**config.mk**
```make
export PLATFORM = sky130hd
export DESIGN_NAME = countdown_timer
export DESIGN_NICKNAME = d
export VERILOG_FILES = /design/src/rtl/countdown_timer_pkg.sv /design/src/rtl/countdown_counter.sv /design/src/rtl/countdown_timer.sv
export SDC_FILE = /design/constraint.sdc
export NUM_CORES = 1
export LEC_CHECK = 0
export BUFFER_PORTS_ARGS = -buffer_cell sky130_fd_sc_hd__buf_4
export CELL_PAD_IN_SITES_DETAIL_PLACEMENT = 1
export CELL_PAD_IN_SITES_GLOBAL_PLACEMENT = 2
export CORE_MARGIN = 2
export CORE_UTILIZATION = 33
export CTS_BUF_LIST = sky130_fd_sc_hd__clkbuf_2 sky130_fd_sc_hd__clkbuf_4 sky130_fd_sc_hd__clkbuf_8
export CTS_CLUSTER_DIAMETER = 60
export DETAILED_ROUTE_END_ITERATION = 8
export PLACE_DENSITY_LB_ADDON = 0.1
export SLEW_MARGIN = 20
export SYNTH_ARGS = -nofsm -noshare
export SYNTH_HDL_FRONTEND = slang
export SYNTH_HIERARCHICAL = 1
export SYNTH_SLANG_ARGS = --single-unit
```
**constraint.sdc**
```tcl
create_clock -name clk -period 3.1 [get_ports clk]
set_clock_uncertainty 0.15 [all_clocks]
set_input_delay 0.31 -clock clk [delete_from_list [all_inputs] [get_ports clk]]
set_output_delay 0.31 -clock clk [all_outputs]
set_load 0.005 [all_outputs]
```
**src/rtl/countdown_timer_pkg.sv**
```systemverilog
// Shared definitions for the countdown timer: status encodings, count limits,
// preset clamping helpers and the counter control strobe bundle.
package countdown_timer_pkg;

  localparam int unsigned MAX_SEC = 59;
  localparam int unsigned MAX_MIN = 99;

  // The state encoding is also the externally visible status code.
  typedef enum logic [1:0] {
    ST_IDLE    = 2'b00,
    ST_RUNNING = 2'b01,
    ST_PAUSED  = 2'b10,
    ST_EXPIRED = 2'b11
  } state_t;

  // Strobes from the control FSM to the counter. Priority is clear > load > dec.
  typedef struct packed {
    logic clear;
    logic load;
    logic dec;
  } cnt_ctl_t;

  function automatic logic [7:0] clamp_min(input logic [7:0] m);
    return (m > 8'(MAX_MIN)) ? 8'(MAX_MIN) : m;
  endfunction

  function automatic logic [5:0] clamp_sec(input logic [5:0] s);
    return (s > 6'(MAX_SEC)) ? 6'(MAX_SEC) : s;
  endfunction

endpackage

```
**src/rtl/countdown_counter.sv**
```systemverilog
// mm:ss register pair for the countdown timer.
//   clk, rst_n          : clock, async active-low reset
//   ctl                 : clear / load / dec strobes from the control FSM
//   preset_min/sec      : load values, clamped to 99:59 on capture
//   minutes, seconds    : current count
//   zero                : count is 00:00
//   last                : count is 00:01, so a decrement lands on 00:00
module countdown_counter
  import countdown_timer_pkg::*;
(
  input  logic       clk,
  input  logic       rst_n,
  input  cnt_ctl_t   ctl,
  input  logic [7:0] preset_min,
  input  logic [5:0] preset_sec,
  output logic [7:0] minutes,
  output logic [5:0] seconds,
  output logic       zero,
  output logic       last
);

  always_ff @(posedge clk or negedge rst_n) begin
    if (!rst_n) begin
      minutes <= '0;
      seconds <= '0;
    end else if (ctl.clear) begin
      minutes <= '0;
      seconds <= '0;
    end else if (ctl.load) begin
      minutes <= clamp_min(preset_min);
      seconds <= clamp_sec(preset_sec);
    end else if (ctl.dec) begin
      if (seconds != '0) begin
        seconds <= seconds - 6'd1;
      end else if (minutes != '0) begin
        // Borrow a minute.
        seconds <= 6'(MAX_SEC);
        minutes <= minutes - 8'd1;
      end
    end
  end

  assign zero = (minutes == '0) && (seconds == '0);
  assign last = (minutes == '0) && (seconds == 6'd1);

endmodule

```
**src/rtl/countdown_timer.sv**
```systemverilog
// Countdown timer: control FSM around a mm:ss counter.
//   clk, rst_n             : clock, async active-low reset
//   tick                   : one-second strobe, decrements while RUNNING
//   start / stop / reset   : commands, priority reset > stop > load > start
//   load, preset_min/sec   : capture a preset (IDLE only), clamped to 99:59
//   minutes, seconds       : registered count
//   status                 : 00 IDLE, 01 RUNNING, 10 PAUSED, 11 EXPIRED
//   expired                : one-cycle pulse coincident with entering EXPIRED
module countdown_timer
  import countdown_timer_pkg::*;
(
  input  logic       clk,
  input  logic       rst_n,
  input  logic       tick,
  input  logic       start,
  input  logic       stop,
  input  logic       reset,
  input  logic       load,
  input  logic [7:0] preset_min,
  input  logic [5:0] preset_sec,
  output logic [7:0] minutes,
  output logic [5:0] seconds,
  output logic [1:0] status,
  output logic       expired
);

  state_t   state, state_nxt;
  cnt_ctl_t ctl;
  logic     exp_nxt;
  logic     zero, last;

  countdown_counter u_cnt (
    .clk        (clk),
    .rst_n      (rst_n),
    .ctl        (ctl),
    .preset_min (preset_min),
    .preset_sec (preset_sec),
    .minutes    (minutes),
    .seconds    (seconds),
    .zero       (zero),
    .last       (last)
  );

  always_ff @(posedge clk or negedge rst_n) begin
    if (!rst_n) begin
      state   <= ST_IDLE;
      expired <= 1'b0;
    end else begin
      state   <= state_nxt;
      expired <= exp_nxt;
    end
  end

  // A higher-priority command masks lower ones even when it has no effect in
  // the current state (e.g. stop in IDLE blocks load, load in PAUSED blocks start).
  always_comb begin
    state_nxt = state;
    ctl       = '0;
    exp_nxt   = 1'b0;
    if (reset) begin
      ctl.clear = 1'b1;
      state_nxt = ST_IDLE;
    end else begin
      unique case (state)
        ST_IDLE: begin
          if (!stop) begin
            if (load)
              ctl.load = 1'b1;
            else if (start && !zero)
              state_nxt = ST_RUNNING;
          end
        end
        ST_RUNNING: begin
          // stop wins over a same-cycle tick; load is ignored here.
          if (stop) begin
            state_nxt = ST_PAUSED;
          end else if (tick) begin
            ctl.dec = 1'b1;
            if (last) begin
              state_nxt = ST_EXPIRED;
              exp_nxt   = 1'b1;
            end
          end
        end
        ST_PAUSED: begin
          if (!stop && !load && start)
            state_nxt = ST_RUNNING;
        end
        ST_EXPIRED: begin
          // Count already 00:00; only reset leaves.
        end
        default: state_nxt = ST_IDLE;
      endcase
    end
  end

  assign status = state;

endmodule
```
# == After elaboration in Yosys (flattened, before gate mapping) ==
# Cells that the tools add are included.
# totals
reg_bits,17
inputBits,21
out_inout_bits,17
wordCells,72
# op_classes
addsub,2
n_lt_le_gt_ge,2
n_eq_ne,10
n_mux,34
reduce_logical,20
# ops
operator,count
$mux W8,6
$mux W6,6
$mux W2,9
$ne A3 B3 Y1 const B,5
$mux W1,12
$gt A8 B7 Y1 const B,1
$logic_not A8 Y1,1
$ne A4 B4 Y1 const B,2
$reduce_bool A4 Y1,2
$reduce_bool A8 Y1,1
$sub A8 B1 Y8 const B,1
$reduce_and A7 Y1,1
$eq A6 B1 Y1 const B,1
$gt A6 B6 Y1 const B,1
$logic_not A6 Y1,1
$pmux W2 S3,1
$reduce_bool A3 Y1,2
$reduce_bool A6 Y1,1
$sub A6 B1 Y6 const B,1
$logic_and A1 B1 Y1,5
$logic_not A1 Y1,3
$reduce_and A3 Y1,1
$eq A2 B1 Y1 const B,1
$eq A2 B2 Y1 const B,1
2 further kinds,2

# == Longest topological paths before layout ==
# Gate-level depths: netlist of the first run.
# depth
ltp_word,9
ltp_mapped,8

# == Hierarchy ==
# The synthesis of the first run kept the hierarchy.
# modules_own_cells
mod,n_inst,cells_per_inst,area_each_um2
countdown_counter,1,122,1088.5
countdown_timer,1,16,158.9

# == Least setup slack after synthesis of the first run ==
# No wires, ideal clock.
# synth_timing
path_kind,reg2reg
from,register state[1] (netlist: status[1])
to,register u_cnt.minutes[1]
t_arrival_ns,1.650
required_time_ns,2.829
setup_slack_ns,1.179
path_stages_with_launch,9
path_buffers,1
period_less_slack_ns,1.921
path_cell_list,dfrtp_1 nor3_2 nor3b_1 buf_6 nor2b_1 o21ai_0 nor2_1 a21oi_1 a22o_1
# synth_rtl
element,line_no,rtl
"start, declared",countdown_timer.sv:27,"state_t state, state_nxt;"
"start signal, assigned",countdown_timer.sv:49,state <= state_nxt;
"end signal, assigned",countdown_counter.sv:30,minutes <= clamp_min(preset_min);
"end signal, assigned",countdown_counter.sv:38,minutes <= minutes - 8'd1;
"end, declared",countdown_counter.sv:16,"output logic [7:0] minutes,"

==> results.txt, run 1 <==
TritonCTS built the clock tree. Clock-pin slew was measured on the worst setup and hold paths at approximately 0.08 ns. The critical path goes through nor3_2, nor3b_1, buf_4, nor2b_1, o21ai_0, nor2_1, a21oi_1, a22o_1.

The share of post-route cells with drive strength above 1 came out at 0.3051. The area of the core region came out at around 0.0037 mm^2. The routed design has roughly 3600 um of wire. The number of violations of the max-capacitance limit came out at 0. The weighted congestion reported at the end of routability-driven placement is approximately 0.76. The count of H-tree levels built during CTS came out at 1. The number of synthesized register bits is 17. The number of max-slew violations in the final report came out at 0.

The root cell of the clock tree is sky130_fd_sc_hd__clkbuf_8. In this run the tightest slew margin relative to its limit is 0.7272. The clock latency at the later pin of the worst-skew pair is 0.26 ns.

The x dimension of the die is around 65 um. Sorting the synthesized cells by area gives the leading types as sky130_fd_sc_hd__dfrtp_1 (34%), sky130_fd_sc_hd__ha_1 (5.0%), sky130_fd_sc_hd__o21ai_0 (4.8%), sky130_fd_sc_hd__nor2_1 (3.6%), sky130_fd_sc_hd__a211oi_1 (3.0%). The initial utilization of the core area, before any placement, comes to 0.3407. The setup-violating endpoint count in the final report came out at 0. The clock drives 17 sinks. For this run, the total global-route usage over all layers was measured as 0.1812. The smallest hold slack is between 0.1 and 0.15 ns. The top cell types in the final layout, fill and taps aside, are sky130_fd_sc_hd__buf_4 (38), sky130_fd_sc_hd__dfrtp_1 (17), sky130_fd_sc_hd__nor2_1 (12), sky130_fd_sc_hd__o21ai_0 (12), sky130_fd_sc_hd__inv_1 (10). The endpoint of the most critical register-to-register path is u_cnt/minutes[1]. After clock tree synthesis, the repair step resized 0 gates. The total negative setup slack is 0 ns. The area share of xor/xnor cells in the synthesized design came out at 0.04213. Setup repair after global routing left no endpoint under its margin.

The area share of the leading cell type in the synthesized netlist came out at 0.3410. The synthesized area per cell is approximately 9.0 um^2. The worst setup path is launched from a flop. The register area share after synthesis came out at 0.3410. The share of synthesized area spent on multiplexers came out at 0.008024. The last element of the critical path is u_cnt/minutes[1]. The top achievable clock speed came out at roughly 0.44 GHz. The worst setup path is captured at a flop. The path type of the worst setup path is flop to flop. The combined area of the multi-input logic cells is between 700 and 800 um^2. Among all stages on the critical path, the largest delay is contributed by sky130_fd_sc_hd__dfrtp_1. The peak supply drop is around 0.21 mV. By area, the combinational part of the netlist is dominated by simple AND/OR/NAND/NOR gates.

The global-route wire length before repair is just under 6000 um. The overflow left after global routing is 0. The half-perimeter wire length after placement came out at about 2800 um. The sequential cells in the finished layout cover a total of 425.4 um^2. The die covers 0.004288 mm^2.

The number of vias in the routed layout came out at between 1000 and 1500. The synthesized design spends more area on one cell type than any other, namely sky130_fd_sc_hd__dfrtp_1. The share of the cycle needed by the critical path after routing came out at 0.7404. The synthesized netlist net count is 164.

The data required time at the worst endpoint came out at around 3.1 ns. The launch point of the critical path is status[1]. Synthesis produced a netlist whose cell count is roughly 140. The repair_antennas step left the layout with diodes totalling 0.

The cell row count came out at 22. The post-detailed-route count of antenna-violating nets came out at 0. For this run, the slowest stage of the critical path takes 0.44 ns.

The total power per unit cell area is roughly 450 mW/mm^2. The number of buffers added to fix hold violations after cts came out at 1. The min-delay analysis places its worst path in the category input port to flop. Of the total synthesized cell area, the portion taken by AND, OR, NAND and NOR gates is 0.2788. The maximum number of buffers from clock root to sink came out at 2. Summing every instance area after synthesis gives 0.001247 mm^2. The number of detailed-route iterations in the first pass came out at 4. The proportion of synthesized flip-flops having asynchronous set or reset came out at 1.000. The final critical-path required period came out at ~2.3 ns. The count of unresolved DRC violations after routing is 0. For this run, the number of Yosys warnings is 6.

The setup slack of the worst register-to-register path came out at between 0.8 and 0.9 ns. The post-detailed-route wirelength per cell is approximately 16 um. Summed over all cells, the static leakage comes to 0.7293 nW.

At the worst endpoint, the arrival time is around 2.3 ns. Among all flip-flop cells after synthesis, the most frequent one is sky130_fd_sc_hd__dfrtp_1. The pin count of the biggest net entering global routing is 19. The number of setup buffers added after CTS is 0. The area added between synthesis and finish is 29.79%.

The number of antenna violations at the first check in global routing is 0. The largest fanout on the critical path is 18. Leaving out fill and tap cells, the most frequent cell in the layout is sky130_fd_sc_hd__buf_4. The vertical extent of the die is about 65 um.

Synthesis instantiated between 40 and 50 different standard cells from the library. The flow ran to the end, and the final reports show no timing, DRC or antenna violations. The clock buffer count from CTS came out at 3. The top-level port count came out at 38.

The number of enable-type register cells in the synthesized netlist is 0. The number of global-route vias before repair came out at 1210. The number of cells on the worst reg-to-reg path is 8.

In the final design database the tool counted ~200 nets. The final hold violation count is 0. In the routed layout, each cell is associated on average with a via count of about 5.3. For this block, the initial DRC count from the detailed router was 41.

The actual transition at the worst max-transition pin is approximately 0.41 ns. The area share of fa/ha/maj cells after synthesis is 0.05015. Buffers placed on the I/O ports in this run total 37.

The compound-gate portion of the synthesized area is 0.2227. The startpoint identified for the worst register-to-register timing path is status[1]. The fill cell total of the finished layout is about 430.
power breakdown:
group,leakage [nW],switching (W),internal (W)
registers,0.230,0.0000437,0.000245
clock network,0.0255,0.0000824,0.0000893
logic,0.474,0.000137,0.000128
total,0.729,0.000263,0.000462
cell type report:
type / instances / share of cell area
inverter: 11 / 0.02550
multi-input combinational: 106 / 0.4637
tap: 48 / 0.03709
sequential: 17 / 0.2628
clock buffer: 3 / 0.02550
timing repair buffer: 39 / 0.1824
clock inverter: 1 / 0.003091
per-stage QoR:
stage,power [W],utilization,instance area [um^2],setup WS [ns],instances
floorplan,0.0004540,-,1247,1.179,138
global route,0.0007825,0.4422,1619,0.6144,225
CTS,0.0007437,0.4422,1619,0.7873,225
detailed placement,0.0005621,0.4269,1563,0.7772,220
finish,0.0007257,0.4422,1619,0.8047,225
global placement,0.0005583,0.4269,1563,0.8325,220
worst min path at each step:
stage	to	cells after the start	start
CTS	status[0]	2	stop
detailed placement	u_cnt/minutes[5]	1	rst_n
floorplan	expired	0	rst_n
finish	status[0]	2	stop
global route	status[0]	2	stop
global placement	u_cnt/minutes[5]	1	rst_n
worst max-delay path, delay by kind of cell (launching register included):
| kind | cells | cell delay (ns) |
|---|---|---|
| simple gates | 4 | 0.85 |
| flops | 1 | 0.44 |
| compound gates | 3 | 0.48 |
| buf+inv | 1 | 0.26 |
cells in the mapped netlist, drive strengths merged, types with 4 or more instances:
cell and count:
dfrtp 17, nor2 13, o21ai 12, inv 10, a21oi 6, nand2 6
nand3 6, a211oi 5, ha 5, nor3 5, nor3b 5, a31oi 4
nand4 4
metal layers:
metal / GRT usage / wire length, um / vias up
met2: 0.3112 / 1810 / 24
met1: 0.2340 / 1617 / 571
li1: - / - / 586
met3: 0.02226 / 121 / 2
met4: 0.06250 / 22 / 0
met5: 0 / 0 / -
registers in the layout, indices dropped and copies added, names as in the netlist:
signal and cells:
u_cnt/minutes 8, u_cnt/seconds 6, status 2, expired 1
cell families after synthesis:
| logic type | after synthesis |
|---|---|
| xor gates and xnor gates | 6 |
| buffers and inverters | 15 |
| DFF | 17 |
| AOI/OAI and AO/OA | 39 |
| muxes | 1 |
| adders and majority gates | 5 |
| and+or+nand+nor | 55 |
No activity file was read; power rests on OpenSTA's default activity.
==> run 2, diff against run 1 <==
--- a/config.mk
+++ b/config.mk
@@ -9,7 +9,7 @@
 export CELL_PAD_IN_SITES_DETAIL_PLACEMENT = 1
 export CELL_PAD_IN_SITES_GLOBAL_PLACEMENT = 2
 export CORE_MARGIN = 2
-export CORE_UTILIZATION = 33
+export CORE_UTILIZATION = 28
 export CTS_BUF_LIST = sky130_fd_sc_hd__clkbuf_2 sky130_fd_sc_hd__clkbuf_4 sky130_fd_sc_hd__clkbuf_8
 export CTS_CLUSTER_DIAMETER = 60
 export DETAILED_ROUTE_END_ITERATION = 8
==> constraint.sdc (replaced) <==
create_clock -name clk -period 2 [get_ports clk]
set_clock_uncertainty 0.15 [all_clocks]
set_input_delay 0.2 -clock clk [delete_from_list [all_inputs] [get_ports clk]]
set_output_delay 0.2 -clock clk [all_outputs]
set_load 0.005 [all_outputs]
==> run 2 against run 1 <==
Die area is 17% higher. Cell count increased by 19%. Sequential share of layout area down 4.8 points. Count of clock-buffer cells in the layout unchanged. Cell area is 22% higher. Sequential power rose by 45%. Critical endpoint is now u_cnt/seconds[4]. Largest cell class unchanged.
==> results.txt, run 2 (same netlist as run 1, synthesis figures left out) <==
The number of antenna diodes in the final layout is 0. The data required time at the worst endpoint came out at slightly below 2 ns. The maximum number of buffers from clock root to sink is 2. At the worst endpoint, the arrival time is ~1.9 ns. The actual transition at the worst max-transition pin came out at 0.3833 ns. The post-detailed-route wirelength per cell is ~16 um. The half-perimeter wire length after placement came out at roughly 3300 um. The weighted congestion reported at the end of routability-driven placement is between 0.7 and 0.8. Walking the worst path, the cells encountered are inv_2, ha_4, nor3b_4, buf_4, nand4_4, a21oi_4, mux2i_1, nor2_1. For this design the static power due to leakage is 0.9279 nW. The run finished with clean final reports. The smallest hold slack came out at around 0.011 ns.

The number of cells after detailed placement is 257. The worst reg-to-reg path cell count came out at 8. STA classifies the critical path startpoint as a flop.

The net count of the finished layout is 242. The area of the core region came out at roughly 0.0043 mm^2. The library cells used most frequently in the layout, excluding fill and tap cells, are sky130_fd_sc_hd__buf_4 (73), sky130_fd_sc_hd__dfrtp_1 (17), sky130_fd_sc_hd__nor2_1 (12).

TritonCTS built the clock tree. The top achievable clock speed came out at between 0.5 and 0.6 GHz. The filler-free cell count of the finished design came out at around 270.

The overflow left after global routing came out at 0. The count of unresolved DRC violations after routing came out at 0. Tracing the worst setup path back leads to its startpoint at u_cnt/minutes[0]. The floorplan die area is between 0.005 and 0.006 mm^2. Together, buffers and inverters on the worst path number 2. The setup-violating endpoint count in the final report is 0. The vertical extent of the die is between 70 and 80 um.

The total power per unit cell area is ~680 mW/mm^2. The total wire length after detailed routing is roughly 4300 um. The floorplan has 24 rows. CTS saw 17 sinks. In this run the horizontal extent of the chip is approximately 71 um. The count of H-tree levels built during CTS is 1. The number of global-route vias before repair came out at 1443. The largest fanout on the critical path came out at 4. In this design, the largest share of critical-path delay is due to simple AND/OR/NAND/NOR gates. The top-level port count is 38. The peak supply drop is ~0.24 mV.

Entering global routing, the biggest net connects 18 pins. The total number of cells along the worst setup path is 8. The clock transition at the registers of the reported paths came out at roughly 0.080 ns. The min-delay analysis places its worst path in the category input port to flop. The count of buffers inserted at the top-level ports came out at 37. The headroom to the max-slew limit is 0.7409.

The area added between synthesis and finish is 58.58%. On the worst path, the slowest cell contributes a delay of approximately 0.4 ns. The clock buffer count from CTS is 3. The clock latency at the later pin of the worst-skew pair came out at approximately 0.26 ns. Following the worst setup path forward leads to its endpoint at u_cnt/seconds[4]. The number of detailed-route iterations in the first pass is 6.

The register name with the most flops is u_cnt/minutes. The share of the cycle needed by the critical path after routing came out at 0.9642. The endpoint identified for the worst register-to-register timing path is u_cnt/seconds[4]. The aggregate global-route resource usage is 0.1686. The final hold violation count came out at 0. The post-detailed-route count of antenna-violating nets is 0. The global-route wire length before repair came out at between 6000 and 7000 um. After the first detailed-routing iteration, the DRC count stood at 29. The number of violations of the max-capacitance limit is 0.

Using the TritonRoute via totals, the vias-per-cell ratio works out to a little over 5. CTS placed an instance of sky130_fd_sc_hd__clkbuf_8 at the clock tree root. The number of max-slew violations in the final report is 0. The starting density of the core is 0.2885. Of the cells placed in the final design, the portion with a size suffix greater than 1 is 0.4744. The path type of the worst setup path is flop to flop. The register with the most flip-flops in the layout has 8 of them. Across all register-to-register paths, the minimum setup slack is slightly above 0.07 ns.

Across all layers, the routed design uses ~1400 vias. The number of antenna violations at the first check in global routing is 0. The largest individual stage delay along the critical path comes from the cell sky130_fd_sc_hd__dfrtp_1. The startpoint identified for the worst register-to-register timing path is u_cnt/minutes[0].

The commonest non-fill, non-tap cell in the layout is sky130_fd_sc_hd__buf_4. STA classifies the critical path endpoint as a flop. The final critical-path required period came out at between 1.5 and 2 ns.
run 2: cell types whose count changed in the layout (fill, tap and decap cells not counted), moves of 2 or more:
cell	before	now
sky130_fd_sc_hd__inv_2	0	2
sky130_fd_sc_hd__buf_4	38	73
sky130_fd_sc_hd__nor2b_2	0	2
sky130_fd_sc_hd__o21ai_0	12	8
sky130_fd_sc_hd__o21ai_1	0	4
sky130_fd_sc_hd__nor2b_1	3	1
sky130_fd_sc_hd__inv_1	10	8
sky130_fd_sc_hd__buf_6	0	3
run 2: report_power, final:
group	switching, W	internal [W]	total (W)	leakage, nW
registers	0.0000402	0.000379	0.000419	0.230
clock network	0.000142	0.000140	0.000282	0.0217
logic	0.000296	0.000342	0.000638	0.677
run 2: worst reg2reg max path, cell delays in order, from the launching register on:
cell,delay [ns]
sky130_fd_sc_hd__dfrtp_1,0.40
sky130_fd_sc_hd__inv_2,0.09
sky130_fd_sc_hd__ha_4,0.13
sky130_fd_sc_hd__nor3b_4,0.26
sky130_fd_sc_hd__buf_4,0.17
sky130_fd_sc_hd__nand4_4,0.11
sky130_fd_sc_hd__a21oi_4,0.24
sky130_fd_sc_hd__mux2i_1,0.22
sky130_fd_sc_hd__nor2_1,0.05
run 2: through the flow:
step	power, W	util	area (um^2)	setup slack [ns]	TNS (ns)
6_report	0.001340	0.4575	1978	0.07152	0
5_1_grt	0.001433	0.4575	1978	-0.02780	-0.05256
4_1_cts	0.001302	0.4355	1883	0.04225	0
3_5_place_dp	0.001006	0.4199	1815	-0.06329	-0.07809
3_3_place_gp	0.0009947	0.4199	1815	0.02163	0
2_1_floorplan	0.0007037	-	1247	0.07873	0
run 2: worst min-delay path by stage:
stage,from,end,slack [ns],depth (start not counted)
after global placement,rst_n,u_cnt/minutes[0],-0.06,1
after global routing,stop,status[0],0.02,2
after CTS,stop,status[0],0.01,2
final,stop,status[0],0.01,2
after floorplan,rst_n,expired,-0.25,0
after detailed placement,rst_n,u_cnt/minutes[0],-0.06,1
run 2: layer usage:
layer	global-route usage	vias up	routed length, um
met1	0.2357	674	2077
met2	0.2814	18	2101
li1	-	667	-
met4	0.02935	0	12
met5	0	-	0
met3	0.02422	2	97
run 2: repair_timing:
item,CTS,global route
setup endpoints to repair,4,13
gates cloned,0,0
pin swaps,0,5
gates resized for setup,4,19
hold buffers,1,0
buffers inserted,0,5
endpoints found under the hold margin,17,0
run 2: cell type report:
| class | count | area, um^2 |
|---|---|---|
| timing repair buffer | 77 | 591.8 |
| sequential | 17 | 425.4 |
| fill | 547 | 2346 |
| inverter | 11 | 42.54 |
| clock buffer | 3 | 41.29 |
| tap | 52 | 65.06 |
| multi-input combinational | 106 | 804.5 |
| clock inverter | 1 | 7.507 |
==> run 3, diff against run 2 <==
--- a/config.mk
+++ b/config.mk
@@ -14,6 +14,8 @@
 export CTS_CLUSTER_DIAMETER = 60
 export DETAILED_ROUTE_END_ITERATION = 8
 export PLACE_DENSITY_LB_ADDON = 0.1
+export RECOVER_POWER = 100
+export SETUP_SLACK_MARGIN = 0.5
 export SLEW_MARGIN = 20
 export SYNTH_ARGS = -nofsm -noshare
 export SYNTH_HDL_FRONTEND = slang
==> run 3 against run 2 <==
Non-clock buffer count fell by 1. Sequential power rose by 3%. Count of clock-buffer cells in the layout rose by 1. Cell count fell by 0.37%. Power rose by 5.7%. Wire length rose by 12%. Sequential share of layout area fell by 1.0 points. Maximum frequency fell by 0.64%. Hold slack improved by 0.059 ns.
==> results.txt, run 3 (same netlist as run 1, synthesis figures left out) <==
The run finished with clean final reports. The top achievable clock speed is between 0.5 and 0.6 GHz. The count of unresolved DRC violations after routing is 0.

The TritonCTS clock tree is yes. The maximum number of buffers from clock root to sink came out at 2. The root cell of the clock tree is sky130_fd_sc_hd__clkbuf_8. The count of H-tree levels built during CTS came out at 1.

The min-delay analysis places its worst path in the category input port to flop. The post-detailed-route count of antenna-violating nets came out at 0. In the routed layout, each cell is associated on average with a via count of around 5.2. The count of antenna diodes in the layout came out at 0.

The number of global-route vias before repair was between 1000 and 1500. The overflow left after global routing is 0. The footprint of the flip-flops and latches came out at ~430 um^2. The internal power component came out at about 0.00088 W. The final hold violation count was 0. The top-level port count is 38.

The register with the most flip-flops in the layout has 8 of them. The final layout contains routed wiring with a total length of between 4000 and 5000 um. The tree built by TritonCTS fans out to 17 sinks.

After the last flow step, the layout net total stands at around 240. The part of the total power dissipated in sequential elements came out at 0.304. From synthesis to final layout, the design area changed by 67.10%. The clock share of power came out at 0.208. The number of clock buffers added by TritonCTS is 3. The worst reg-to-reg path cell count came out at 9. The half-perimeter wire length after placement is between 3000 and 4000 um. Max-cap violations in this run came to 0. The number of cells after detailed placement is around 240. The area of the core region is about 0.0043 mm^2.

Of the total power, the share spent switching nets is 0.3811. The number of max-slew violations in the final report came to 0. For this run, the share of the core covered by cells in the final layout is 0.4821.

The final critical-path required period came out at a little under 2 ns. The starting density of the core is 0.2885. The library cell used most frequently in the layout, excluding fill and tap cells, is sky130_fd_sc_hd__buf_4. The filler-free cell count of the finished design is approximately 270. The largest fanout on the critical path came out at 7.

The count of buffers inserted at the top-level ports is 37. In the final layout, the multi-input gates occupy approximately 930 um^2. The global-route wire length before repair came out at 7424 um. The number of vias in the routed layout came out at about 1400. The share of the cycle needed by the critical path after routing came out at 0.9705.

The register name with the most flops is u_cnt/minutes. The cell row count came out at 24. The clock latency at the later pin of the worst-skew pair is 0.26 ns. The total power per unit cell area came out at around 680 mW/mm^2. The pin count of the biggest net entering global routing came out at 18. The x dimension of the die is between 70 and 80 um. The switching power is ~0.00054 W. From bottom edge to top edge, the die measures about 71 um.

The path type of the worst setup path is flop to flop. Before antenna repair, the detailed router went through 4 iterations. Setup repair after global routing could not meet its margin everywhere. The setup slack of the worst register-to-register path came out at 0.06 ns. The clock transition at the registers of the reported paths is 0.07 ns.

Fill cells in the final layout number approximately 530. The number of antenna violations at the first check in global routing came to 0. The aggregate global-route resource usage came out at 0.1866. The top cell types in the final layout, fill and taps aside, are sky130_fd_sc_hd__buf_4 (54), sky130_fd_sc_hd__dfrtp_1 (16), sky130_fd_sc_hd__nor2_1 (10), sky130_fd_sc_hd__clkbuf_1 (10), sky130_fd_sc_hd__o21ai_0 (10).

The floorplan die area came out at between 0.005 and 0.006 mm^2. STA classifies the critical path startpoint as a flop. The signal arrival time at the worst endpoint is slightly below 2 ns.

After routing the design area is about 0.0021 mm^2. Summing all placed instances gives a cell area of between 0.0015 and 0.002 mm^2. The count of routing violations after the opening detailed-route iteration came out at 67.

The number of cells on the worst hold path is 3. Of the cells placed in the final design, the portion with a size suffix greater than 1 is 0.4860. The setup-violating endpoint count in the final report came out at 0.

The actual transition at the worst max-transition pin is roughly 1.1 ns. In this run the tightest slew margin relative to its limit is 0.2726. Routability-driven placement finished with a final weighted congestion of about 0.75. The post-detailed-route wirelength per cell came out at 18.11 um. The type of destination of the critical path is a flop. The share of total power dissipated in combinational logic is 0.488. The peak supply drop came out at around 0.40 mV. The data required time at the worst endpoint came out at 2.02 ns. In this run the static leakage power is ~0.9 nW.
## run 3: path summary, 6_finish.rpt
kind	start	endpoint
worst min register to register	u_cnt/minutes[7]	u_cnt/minutes[7]
worst max-delay path	u_cnt/minutes[1]	u_cnt/seconds[3]
worst min-delay path	preset_sec[5]	u_cnt/seconds[5]
max in group asynchronous	rst_n	u_cnt/seconds[0]
min in group asynchronous	rst_n	u_cnt/minutes[2]
worst max register to register	u_cnt/minutes[1]	u_cnt/seconds[3]
## run 3: repair_timing
action	in CTS	in global routing
endpoints found under the hold margin	17	1
pin swaps	7	12
hold buffers	1	1
setup buffers	14	10
gates resized for setup	9	13
setup endpoints to repair	17	17
## run 3: through the flow
step,setup slack (ns),power (W),TNS [ns],hold WS [ns]
after floorplan,0.2268,0.0007633,0,-0.2456
after global placement,0.1070,0.0009619,0,-0.06196
after detailed placement,0.06313,0.0009717,0,-0.05853
after CTS,0.1039,0.001345,0,0.0009933
after global routing,-0.01730,0.001500,-0.03652,0.07548
final,0.05909,0.001416,0,0.06992
## run 3: worst max-delay path: stages (launching register included)
cell	delay (ns)
sky130_fd_sc_hd__dfrtp_1	0.40
sky130_fd_sc_hd__inv_2	0.09
sky130_fd_sc_hd__ha_4	0.13
sky130_fd_sc_hd__nor3b_4	0.30
sky130_fd_sc_hd__nand4_4	0.17
sky130_fd_sc_hd__a21oi_4	0.21
sky130_fd_sc_hd__buf_12	0.14
sky130_fd_sc_hd__buf_4	0.10
sky130_fd_sc_hd__nand2_1	0.06
sky130_fd_sc_hd__o21ai_0	0.10
## run 3: power groups by stage
| stage | clock [W] | combinational (W) | sequential, W |
|---|---|---|---|
| 2_1_floorplan | 0 | 0.000315 | 0.000448 |
| 3_3_place_gp | 0 | 0.000522 | 0.000440 |
| 3_5_place_dp | 0 | 0.000530 | 0.000442 |
| 4_1_cts | 0.000296 | 0.000620 | 0.000430 |
| 5_1_grt | 0.000315 | 0.000750 | 0.000436 |
| 6_report | 0.000295 | 0.000692 | 0.000430 |
## run 3: layout make-up
cell class / count / share of cell area
Sequential cell: 17 / 0.2047
Inverter: 11 / 0.02041
Multi-Input combinational cell: 106 / 0.4484
Clock buffer: 4 / 0.02341
Tap cell: 52 / 0.03121
Timing Repair Buffer: 76 / 0.2719
## run 3: routing by layer
| metal | GRT usage | share of wire | up-vias |
|---|---|---|---|
| li1 | - | - | 662 |
| met3 | 0.03704 | 0.042 | 8 |
| met2 | 0.3333 | 0.52 | 38 |
| met1 | 0.2363 | 0.43 | 687 |
| met4 | 0.03145 | 0.015 | 0 |
| met5 | 0 | 0 | - |
